===== src/rtl/mult4_acc_stage.sv =====
// Accumulates a burst of 8-bit multiplier products and presents the sum and count.
// A burst closes on in_last or when MAX_N products have been taken.
module mult4_acc_stage #(
    parameter int unsigned ACC_W = 12,
    parameter int unsigned MAX_N = 16
) (
    input  logic             clk,
    input  logic             rst,
    input  logic             in_valid,
    output logic             in_ready,
    input  logic [7:0]       prod,
    input  logic             in_last,
    output logic             out_valid,
    input  logic             out_ready,
    output logic [ACC_W-1:0] acc_out,
    output logic [7:0]       cnt_out,
    output logic             trunc_out
);

    typedef enum logic [1:0] {IDLE, ACCUM, HOLD} state_t;

    localparam logic [7:0] MAX_CNT = 8'(MAX_N);

    state_t           state, state_nxt;
    logic [ACC_W-1:0] acc, acc_nxt, acc_sum, prod_ext;
    logic [7:0]       cnt, cnt_nxt, cnt_inc;
    logic             trunc, trunc_nxt;
    logic             xfer, close, drain;

    assign prod_ext = ACC_W'(prod);

    always_ff @(posedge clk or posedge rst) begin
        if (rst) begin
            state <= IDLE;
        end else begin
            state <= state_nxt;
        end
    end

    // Datapath terms shared by the next-state and register-update logic.
    always_comb begin
        xfer    = in_valid && in_ready;
        drain   = (state == HOLD) && out_ready;
        cnt_inc = (state == IDLE) ? 8'd1 : cnt + 8'd1;
        acc_sum = (state == IDLE) ? prod_ext : acc + prod_ext;
        close   = xfer && (in_last || (cnt_inc == MAX_CNT));
    end

    always_comb begin
        state_nxt = state;
        case (state)
            IDLE, ACCUM: begin
                if (close) begin
                    state_nxt = HOLD;
                end else if (xfer) begin
                    state_nxt = ACCUM;
                end
            end
            HOLD: begin
                if (out_ready) begin
                    state_nxt = IDLE;
                end
            end
            default: state_nxt = IDLE;
        endcase
    end

    always_comb begin
        acc_nxt   = acc;
        cnt_nxt   = cnt;
        trunc_nxt = trunc;
        if (xfer) begin
            acc_nxt   = acc_sum;
            cnt_nxt   = cnt_inc;
            trunc_nxt = (cnt_inc == MAX_CNT) && !in_last;
        end else if (drain) begin
            acc_nxt   = '0;
            cnt_nxt   = '0;
            trunc_nxt = 1'b0;
        end
    end

    always_ff @(posedge clk or posedge rst) begin
        if (rst) begin
            acc   <= '0;
            cnt   <= '0;
            trunc <= 1'b0;
        end else begin
            acc   <= acc_nxt;
            cnt   <= cnt_nxt;
            trunc <= trunc_nxt;
        end
    end

    // Result fields are gated by state so they read zero outside HOLD.
    always_comb begin
        in_ready  = (state != HOLD);
        out_valid = (state == HOLD);
        acc_out   = '0;
        cnt_out   = '0;
        trunc_out = 1'b0;
        if (state == HOLD) begin
            acc_out   = acc;
            cnt_out   = cnt;
            trunc_out = trunc;
        end
    end

endmodule


===== config.mk =====
export PLATFORM = sky130hd
export DESIGN_NAME = mult4_acc_stage
export DESIGN_NICKNAME = d
export VERILOG_FILES = /design/src/rtl/mult4_acc_stage.sv
export SDC_FILE = /design/constraint.sdc
export NUM_CORES = 1
export LEC_CHECK = 0
export ABC_AREA = 0
export BUFFER_PORTS_ARGS = -buffer_cell sky130_fd_sc_hd__buf_2
export CAP_MARGIN = 20
export CORE_MARGIN = 8
export CORE_UTILIZATION = 50
export DETAILED_ROUTE_END_ITERATION = 6
export PLACE_DENSITY = 0.78
export SYNTH_ARGS = -nofsm -noshare
export SYNTH_HDL_FRONTEND = slang
export SYNTH_SLANG_ARGS = --single-unit

===== constraint.sdc =====
create_clock -name clk -period 2.71 [get_ports clk]
set_clock_uncertainty 0.2 [all_clocks]
set_input_delay 0.271 -clock clk [delete_from_list [all_inputs] [get_ports clk]]
set_output_delay 0.271 -clock clk [all_outputs]
set_load 0.02 [all_outputs]

==> results of run 1 <==
==> flip-flops by register name (all words and copies together) (netlist names) <==
register	flops
acc	12
cnt	8
state	2
trunc	1
==> stage by stage <==
stage | area (sq um) | util | setup slack, ns
after floorplan | 1679 | - | 0.6218
after CTS | 1991 | 0.6061 | 0.3362
after global placement | 1911 | 0.5817 | 0.5232
final | 1991 | 0.6061 | 0.2903
after detailed placement | 1911 | 0.5817 | 0.4949
after global routing | 1991 | 0.6061 | 0.1035
==> power breakdown <==
part	switching [mW]	leakage, nW	internal, mW
registers	0.0535	0.304	0.387
clock network	0.114	0.0139	0.0564
logic	0.241	0.639	0.191
==> worst max path at each step <==
stage | from | to | slack, ns | depth (start not counted)
finish | prod[4] | acc[7]$_DFFE_PP0P_ | 0.29 | 9
global route | prod[4] | acc[7]$_DFFE_PP0P_ | 0.10 | 9
CTS | prod[4] | acc[7]$_DFFE_PP0P_ | 0.34 | 9
detailed placement | prod[0] | acc[10]$_DFFE_PP0P_ | 0.49 | 10
global placement | prod[0] | acc[10]$_DFFE_PP0P_ | 0.52 | 10
floorplan | acc[0]$_DFFE_PP0P_ | acc[10]$_DFFE_PP0P_ | 0.62 | 9
==> cell families after synthesis <==
family	count (synthesis)
flops	23
mux	1
buf+inv	19
fa+ha+maj	10
simple gates	77
xor+xnor	7
compound gates	59
==> critical path, cell delays in order <==
cell	delay, ns
dlygate4sd3_1	0.54
buf_2	0.13
ha_1	0.35
a21oi_1	0.23
nand2_1	0.09
a31oi_1	0.32
o21ai_0	0.19
xnor2_1	0.17
o221ai_1	0.13
==> cell type report <==
class	instances	area, sq um	share of cell area
Tap cell	46	57.56	0.02891
Clock buffer	3	22.52	0.01131
Inverter	11	41.29	0.02074
Clock inverter	1	7.507	0.003771
Multi-Input combinational cell	154	1031	0.5179
Sequential cell	23	575.6	0.2891
Timing Repair Buffer	44	255.2	0.1282
==> what timing repair did <==
item / 4_1_cts / 5_1_grt
hold buffers: 5 / 0
hold endpoints to repair: 27 / 0
resized for setup: 0 / 0
==> per-layer routing <==
layer,track usage,up-vias,share of wire
met1,0.2127,761,0.46
met3,0.01752,2,0.045
li1,-,788,-
met5,0,-,0
met4,0.05322,0,0.0051
met2,0.2646,44,0.49
==> cells in the final DEF (no fill, tap or decap), types with 2 or more instances in the layout <==
master,Yosys,routed
clkbuf_4,0,3
o221ai_1,2,2
a22oi_1,6,6
buf_4,0,4
o31ai_1,3,3
xor2_1,3,3
dfrtp_1,23,23
a21oi_1,8,8
a21o_1,3,3
o21bai_1,2,2
dlygate4sd3_1,0,5
nand2b_1,4,4
ha_1,9,9
nand2_1,13,13
o22ai_1,2,2
nand3_1,9,9
and2_1,17,17
xnor2_1,4,4
a31oi_1,3,3
nor2_1,18,18
nor3_1,2,2
a22o_1,8,8
inv_1,11,11
o32ai_1,2,2
nor2b_1,4,4
buf_2,1,35
o21ai_0,15,15
or3_1,2,2
==> results.yml, run 1 <==
timing:
  setup_viol: 0
  period_needed_ns: 2.420
  hold_viol: 0
  whs_ns: 0.04958
  rsz0062_at_grt: "no"
  worst-slew-pin-transition_ns: 0.9104
  finalCritPeriodShare: 0.8929
  slew_violations: 0
  fin_setup_tns_ns: 0
  relSlewSlack: 0.3924
  max_clock_freq_mhz: 413.3
clocking:
  cts_made_buffers: 3
  post-cts-setup-buffer-count: 0
  insertion_delay_ns: 0.32
  cts-root-buf: "clkbuf_4"
  clk_path_buf_depth: 2
  cts_tree: "yes"
  cts_max_level: 1
  cts.clk_slew.worst_paths_ns: 0.14
  cts.sinks: 23
synthesis:
  synthFlopType: "dfrtp_1"
  yosysTopAreaCellShare: 0.3428
  synth_top_family_by_area: "compound AO/OA/AOI/OAI gates"
  synth_most_common_cell: "dfrtp_1"
  yosysTopAreaCell: "dfrtp_1"
  async_flop_share: 1.000
  synthCells: 196
  synth_edf_count: 0
  synth_nets: 219
  synth_compound_area_frac: 0.2511
  synth_seq_cells: 23
  synth_fa_ha_area_frac: 0.07899
  synth_area_leaders: "dfrtp_1, ha_1, and2_1"
  synthMuxAreaShare: 0.005961
  syn_area_sq_um: 1679
  ys_warn_count: 0
  synth_common_cells: "dfrtp_1, nor2_1, and2_1"
  synth-simple-area-share: 0.2414
  synth-seq-area-share: 0.3428
  avgSynthCellArea_sq_um: 8.567
  synthXorXnorAreaFrac: 0.03651
  synth_cell_types: 41
floorplanning:
  rows: 21
  fp.dieH_microns: 73.95
  start_util: 0.5112
  core-area_sq_um: 3284
  pin_count: 36
  dieArea_sq_um: 5469
  die_x_microns: 73.95
job:
  cap_violations: 0
power_and_ir_drop:
  power.total_mw: 1.043
  power.leakage_nw: 0.9570
  power_density_nw_per_um2: 523.8
  peakVddDrop_v: 0.0002838
drt:
  drt_iter0_markers: 83
  drcViolationCount: 0
  drtAntennaViolNets: 0
  avgRoutedWirePerCell_microns: 14.51
  routed_wl_microns: 4091
  vias: 1595
  drt-pass1-iter-count: 4
  viasPerCell: 5.656
critical_path:
  r2r_slack_ns: 0.49
  r2r-start: "acc[0]$_DFFE_PP0P_"
  reg2reg_to: "acc[10]$_DFFE_PP0P_"
  required_ns: 2.70
  path_max_fanout: 5
  crit_type: "primary input to flip-flop"
  cp-end-kind: "flip-flop"
  arrival_ns: 2.41
  rr_worst_depth: 9
  start_kind: "primary input"
global_route:
  grt.overflow.total: 0
  grt_pass1_wl_microns: 6989
  antenna_found_initial: 0
  grt_usage: 0.1608
  grt_pass1_vias: 1526
  grt_start_max_net_pins: 24
min_path:
  min-delay-start: "out_ready"
  hold_depth: 3
  hold_path.class: "primary input to flip-flop"
  hold_end: "cnt[0]$_DFFE_PP0P_"
final_layout:
  synthToLayoutAreaGrowth_pct: 18.55
  final_nets: 260
  diodes: 0
  final_cells: 282
  layout-drive-gt1-share: 0.2034
  final.fill_count: 299
place:
  globalplace.congestion: 0.8538
  numPortBuffers: 35
  post-dp-hpwl_microns: 3014
  placed_cells: 273
outcome:
  outcome: "finished clean"
Power figures use the tool's default switching activity.
==> inputs of run 2 (changes only) <==
--- a/config.mk
+++ b/config.mk
@@ -5,7 +5,7 @@
 export SDC_FILE = /design/constraint.sdc
 export NUM_CORES = 1
 export LEC_CHECK = 0
-export ABC_AREA = 0
+export ABC_AREA = 1
 export BUFFER_PORTS_ARGS = -buffer_cell sky130_fd_sc_hd__buf_2
 export CAP_MARGIN = 20
 export CORE_MARGIN = 8
==> run 2 against run 1 <==
Against the previous run: maximum frequency is 19% higher; sequential power is 10% higher; final cell count is 19% higher; power is 37% higher; first-iteration DRC count is 8.4% lower; critical path depth is 2 higher; combinational power is 78% higher; via count is 8.0% higher; non-clock buffer count is 6 lower; design area is 0.31% lower; largest power group is now combinational logic; sequential share of layout area is 0.091 points higher.
==> results.yml, run 2 <==
outcome:
  outcome: "finished clean"
critical_path:
  start_kind: "flip-flop"
  path_max_fanout: 3
  crit_type: "flip-flop to flip-flop"
  arrival_ns: 2.07
  rr_worst_depth: 11
  cp-end-kind: "flip-flop"
  required_ns: 2.74
power_and_ir_drop:
  power.leakage_nw: 1.087
  peakVddDrop_v: 0.0004367
  pwr-share-seq: 0.342
  power_density_nw_per_um2: 717.7
  p_sw_mw: 0.6806
  power.total_mw: 1.424
  combPwrFrac: 0.538
  swShare: 0.4779
  power_frac_clock: 0.119
  p_int_mw: 0.7436
floorplanning:
  pin_count: 36
  die_x_microns: 74.68
  dieArea_sq_um: 5577
  rows: 21
  fp.dieH_microns: 74.68
  core-area_sq_um: 3311
  start_util: 0.5200
job:
  cap_violations: 0
drt:
  drt_iter0_markers: 76
  drcViolationCount: 0
  avgRoutedWirePerCell_microns: 12.57
  drt-pass1-iter-count: 4
  drtAntennaViolNets: 0
  routed_wl_microns: 4225
  vias: 1722
  viasPerCell: 5.125
clocking:
  cts_hold_buf: 1
  cts_made_buffers: 3
  cts.sinks: 23
  post-cts-setup-buffer-count: 0
  cts_tree: "yes"
  clk_path_buf_depth: 2
  cts.clk_slew.worst_paths_ns: 0.15
  insertion_delay_ns: 0.32
  cts_max_level: 1
  cts-root-buf: "clkbuf_4"
  ctsResizeCount: 0
global_route:
  grt_start_max_net_pins: 26
  grt_usage: 0.1628
  grt.overflow.total: 0
  grt_pass1_wl_microns: 7245
  grt_pass1_vias: 1706
  antenna_found_initial: 0
final_layout:
  diodes: 0
  regMostFlops: "acc"
  synthToLayoutAreaGrowth_pct: 15.26
  layout-drive-gt1-share: 0.1931
  final_area_sq_um: 1984
  final_cells: 336
  reg.largest.list: "acc: 12 flops, cnt: 8 flops, state: 2 flops"
  largest_reg_flops: 12
  final_cell_mix: "nand2_1, inv_1, nor2_1"
  final.fill_count: 347
  layout_commonest_cell: "nand2_1"
  final_nets: 314
place:
  post-dp-hpwl_microns: 3153
  post_dp_cell_area_sq_um: 1937
  numPortBuffers: 35
  preCtsSetupSlack_ns: 0.6822
  globalplace.congestion: 0.8976
  placed_cells: 330
timing:
  setup_viol: 0
  slew_violations: 0
  fin_ws_ns: 0.6707
  max_clock_freq_mhz: 490.4
  hold_viol: 0
  finalCritPeriodShare: 0.7525
  fin_setup_tns_ns: 0
  rsz0062_at_grt: "no"
  period_needed_ns: 2.039
  relSlewSlack: 0.3905
  worst-slew-pin-transition_ns: 0.9132
synthesis:
  avgSynthCellArea_sq_um: 6.805
  yosysTopAreaCellShare: 0.3343
  synthCells: 253
  synthFlopType: "dfrtp_1"
  synth_cell_types: 27
  synth_most_common_cell: "nand2_1"
  synth_nets: 276
  synth-seq-area-share: 0.3343
  async_flop_share: 1.000
  synth_seq_cells: 23
  yosysTopAreaCell: "dfrtp_1"
  ys_warn_count: 0
  synth_edf_count: 0
  synth_common_cells: "nand2_1, inv_1, nor2_1"
  synth_area_leaders: "dfrtp_1, nand2_1, inv_1"
  syn_area_sq_um: 1722
min_path:
  hold_path.class: "primary input to flip-flop"
  hold_depth: 4
run 2: cell count changes after synthesis, sizes merged, moves of 8 or more:
cell and delta:
a22o -8, and2 -18, inv +34, nand2 +45
nand3 +13, nor2 +22, o22ai +11
run 2: critical path, stage by stage (launching register included):
cell	delay [ns]
dfrtp_1	0.38
ha_1	0.18
inv_1	0.06
fa_1	0.40
inv_1	0.09
nand3_1	0.06
nand3_1	0.12
nand3_1	0.08
nand2_1	0.11
nand2_1	0.08
a21oi_1	0.14
a21oi_1	0.05
run 2: stage by stage:
| stage | util | hold slack (ns) |
|---|---|---|
| 5_1_grt | 0.5994 | 0.03445 |
| 6_report | 0.5994 | 0.03189 |
| 3_5_place_dp | 0.5850 | 0.3034 |
| 3_3_place_gp | 0.5850 | 0.3068 |
| 4_1_cts | 0.5964 | 0.004227 |
| 2_1_floorplan | - | 0.07292 |
run 2: power groups by stage:
| stage | clock [mW] | combinational [mW] | sequential, mW |
|---|---|---|---|
| 2_1_floorplan | 0 | 0.597 | 0.478 |
| 3_3_place_gp | 0 | 0.739 | 0.490 |
| 3_5_place_dp | 0 | 0.751 | 0.494 |
| 4_1_cts | 0.173 | 0.758 | 0.487 |
| 5_1_grt | 0.187 | 0.880 | 0.498 |
| 6_report | 0.170 | 0.767 | 0.487 |
run 2: area by class of cell:
type                    count  area (sq um)  area share
clock buffers               3         22.52     0.01135
clock inverters             1         5.005    0.002522
inverters                  45         168.9     0.08512
multi-input cells         180         952.2      0.4798
flip-flops and latches     23         575.6      0.2900
well taps                  46         57.56     0.02900
repair buffers             38         202.7      0.1021
run 2: path summary, 6_finish.rpt:
kind	start	endpoint	slack [ns]
worst max register to register	acc[0]$_DFFE_PP0P_	acc[10]$_DFFE_PP0P_	0.67
worst min-delay path	in_last	state[0]$_DFFE_PP0P_	0.03
worst max-delay path	acc[0]$_DFFE_PP0P_	acc[10]$_DFFE_PP0P_	0.67
max in group asynchronous	rst	acc[1]$_DFFE_PP0P_	1.26
worst min register to register	acc[11]$_DFFE_PP0P_	acc[11]$_DFFE_PP0P_	0.38
min in group asynchronous	rst	cnt[6]$_DFFE_PP0P_	0.48
run 2: per-layer routing:
metal  part of all wire  GRT usage
met1               0.45     0.1990
met2               0.49     0.2836
met3              0.048    0.03329
met4             0.0092    0.03913
met5                  0          0
run 2: kinds of logic (layout without fill, tap and decap cells):
logic type      count (synthesis)  in the layout  share of synthesized area
buf+inv                        50             87                     0.1126
compound gates                 40             40                     0.1323
fa+ha+maj                      10             10                    0.07704
xor+xnor                        4              4                    0.02035
flops                          23             23                     0.3343
simple gates                  126            126                     0.3234
==> inputs of run 3 (changes only) <==
==> constraint.sdc (replaced) <==
create_clock -name clk -period 1.9 [get_ports clk]
set_clock_uncertainty 0.2 [all_clocks]
set_input_delay 0.19 -clock clk [delete_from_list [all_inputs] [get_ports clk]]
set_output_delay 0.19 -clock clk [all_outputs]
set_load 0.02 [all_outputs]
==> run 3 against run 2 <==
Against the previous run: the flow now finishes with violations (setup timing); first-iteration DRC count fell by 14%; non-clock buffer count rose by 18; critical path depth rose by 1; via count rose by 5.7%; largest power group unchanged.
==> results.yml, run 3 (synthesized netlist as in run 2, its figures left out) <==
drt:
  vias: 1821
  avgRoutedWirePerCell_microns: 13.27
  drcViolationCount: 0
  drt_iter0_markers: 65
  routed_wl_microns: 4698
  drt-pass1-iter-count: 4
  drtAntennaViolNets: 0
  viasPerCell: 5.144
critical_path:
  required_ns: 1.91
  r2r_slack_ns: 0
  arrival_ns: 1.94
  crit_type: "primary input to flip-flop"
  path_buf_inv: 4
  path_max_fanout: 3
  start_kind: "primary input"
  cp_common_cell: "nand3_2"
  cpLargestDelayFamily: "buffers and inverters"
  cp-end-kind: "flip-flop"
  rr_worst_depth: 11
  crit_chain: "dlygate4sd3_1, buf_2, inv_1, fa_2, inv_2, nand3_2, nand3_2, nand3_2, nand2_2, nand2_2, a21oi_2, a21oi_1"
  max_stage_delay_ns: 0.52
  reg2reg_to: "acc[10]$_DFFE_PP0P_"
  cp_slowest_cell: "dlygate4sd3_1"
  r2r-start: "acc[0]$_DFFE_PP0P_"
timing:
  relSlewSlack: 0.7980
  setup_viol: 1
  period_needed_ns: 1.923
  fin_ws_ns: -0.02311
  hold_viol: 0
  max_clock_freq_mhz: 520.0
  worst-slew-pin-transition_ns: 0.3029
  slew_violations: 0
  finalCritPeriodShare: 1.012
  rsz0062_at_grt: "yes"
outcome:
  outcome: "complete, but fails checks"
  violations: "setup timing"
final_layout:
  layout_commonest_cell: "nand2_1"
  diodes: 0
  final_cells: 354
  final_nets: 332
  regMostFlops: "acc"
  layout-drive-gt1-share: 0.2922
  largest_reg_flops: 12
  reg.largest.list: "acc: 12 flops, cnt: 8 flops, state: 2 flops"
  final_cell_mix: "nand2_1, inv_1, nor2_1"
  synthToLayoutAreaGrowth_pct: 31.90
place:
  globalplace.congestion: 0.8910
  numPortBuffers: 35
  preCtsSetupSlack_ns: -0.03700
  placed_cells: 340
  post-dp-hpwl_microns: 3371
floorplanning:
  core-area_sq_um: 3311
  die_x_microns: 74.68
  fp.dieH_microns: 74.68
  pin_count: 36
  start_util: 0.5200
  rows: 21
  dieArea_sq_um: 5577
power_and_ir_drop:
  power_density_nw_per_um2: 1059
  power.total_mw: 2.405
  peakVddDrop_v: 0.0007957
  power.leakage_nw: 1.172
clocking:
  cts_tree: "yes"
  clk_path_buf_depth: 2
  cts_made_buffers: 3
  cts-root-buf: "clkbuf_4"
  cts.sinks: 23
  cts_max_level: 1
  insertion_delay_ns: 0.32
  cts.clk_slew.worst_paths_ns: 0.13
job:
  cap_violations: 0
global_route:
  grt.overflow.total: 0
  antenna_found_initial: 0
  grt_start_max_net_pins: 24
  grt_pass1_vias: 1837
  grt_usage: 0.1726
  grt_pass1_wl_microns: 7679
min_path:
  hold_path.class: "primary input to flip-flop"
  hold_depth: 5
  hold_end: "acc[7]$_DFFE_PP0P_"
  min-delay-start: "prod[7]"
run 3: cell count changes in the layout (fill, tap and decap cells not counted), sizes merged:
cell         before  now
dlygate4sd3       2    8
clkbuf            3    4
buf              36   48
clkinv            1    0
run 3: repair_timing:
| item | CTS | global route |
|---|---|---|
| endpoints found under the setup margin | 3 | 18 |
| hold buffers | 8 | 0 |
| gates resized for setup | 10 | 22 |
| buffers inserted | 1 | 2 |
| hold endpoints to repair | 32 | 0 |
| pin swaps | 3 | 8 |
run 3: per-layer routing:
metal  track usage  part of all wire  vias up
met5             0                 0        -
met4       0.04783            0.0085        0
met3       0.02397             0.045        5
met2        0.3136              0.51       38
met1        0.2049              0.44      854
li1              -                 -      924
run 3: stage by stage:
stage	setup TNS, ns	utilization	hold WS, ns	area [sq um]
2_1_floorplan	0	-	-0.008076	1722
3_3_place_gp	0	0.6077	0.04776	2012
3_5_place_dp	-0.03700	0.6077	0.04853	2012
4_1_cts	-0.003106	0.6508	0.009338	2155
5_1_grt	-0.1667	0.6859	0.04424	2271
6_report	-0.02311	0.6859	0.03322	2271
run 3: layout make-up:
type                       count  area, sq um
multi-input combinational    180         1084
fill                         283         1040
sequential                    23        575.6
timing repair buffer          56        359.1
inverter                      45        168.9
tap                           46        57.56
clock buffer                   4        26.28
run 3: worst max path at each step:
stage / from / end / slack, ns / cells past startpoint
global route: acc[0]$_DFFE_PP0P_ / acc[4]$_DFFE_PP0P_ / -0.06 / 10
detailed placement: acc[0]$_DFFE_PP0P_ / acc[10]$_DFFE_PP0P_ / -0.04 / 11
global placement: acc[0]$_DFFE_PP0P_ / acc[10]$_DFFE_PP0P_ / 0.02 / 11
floorplan: acc[0]$_DFFE_PP0P_ / acc[10]$_DFFE_PP0P_ / 0.06 / 11
finish: prod[1] / acc[10]$_DFFE_PP0P_ / -0.02 / 12
CTS: acc[0]$_DFFE_PP0P_ / acc[10]$_DFFE_PP0P_ / -0.003 / 11
run 3: power breakdown:
| part | internal [mW] | switching (mW) | leakage [nW] |
|---|---|---|---|
| registers | 0.600 | 0.110 | 0.301 |
| logic | 0.615 | 0.842 | 0.856 |
| clock network | 0.0822 | 0.156 | 0.0150 |
| total | 1.30 | 1.11 | 1.17 |
run 3: worst min-delay path: stages:
cell	delay, ns
buf_2	0.09
nor2_1	0.04
nor2_1	0.08
nand2_1	0.05
o21ai_0	0.06
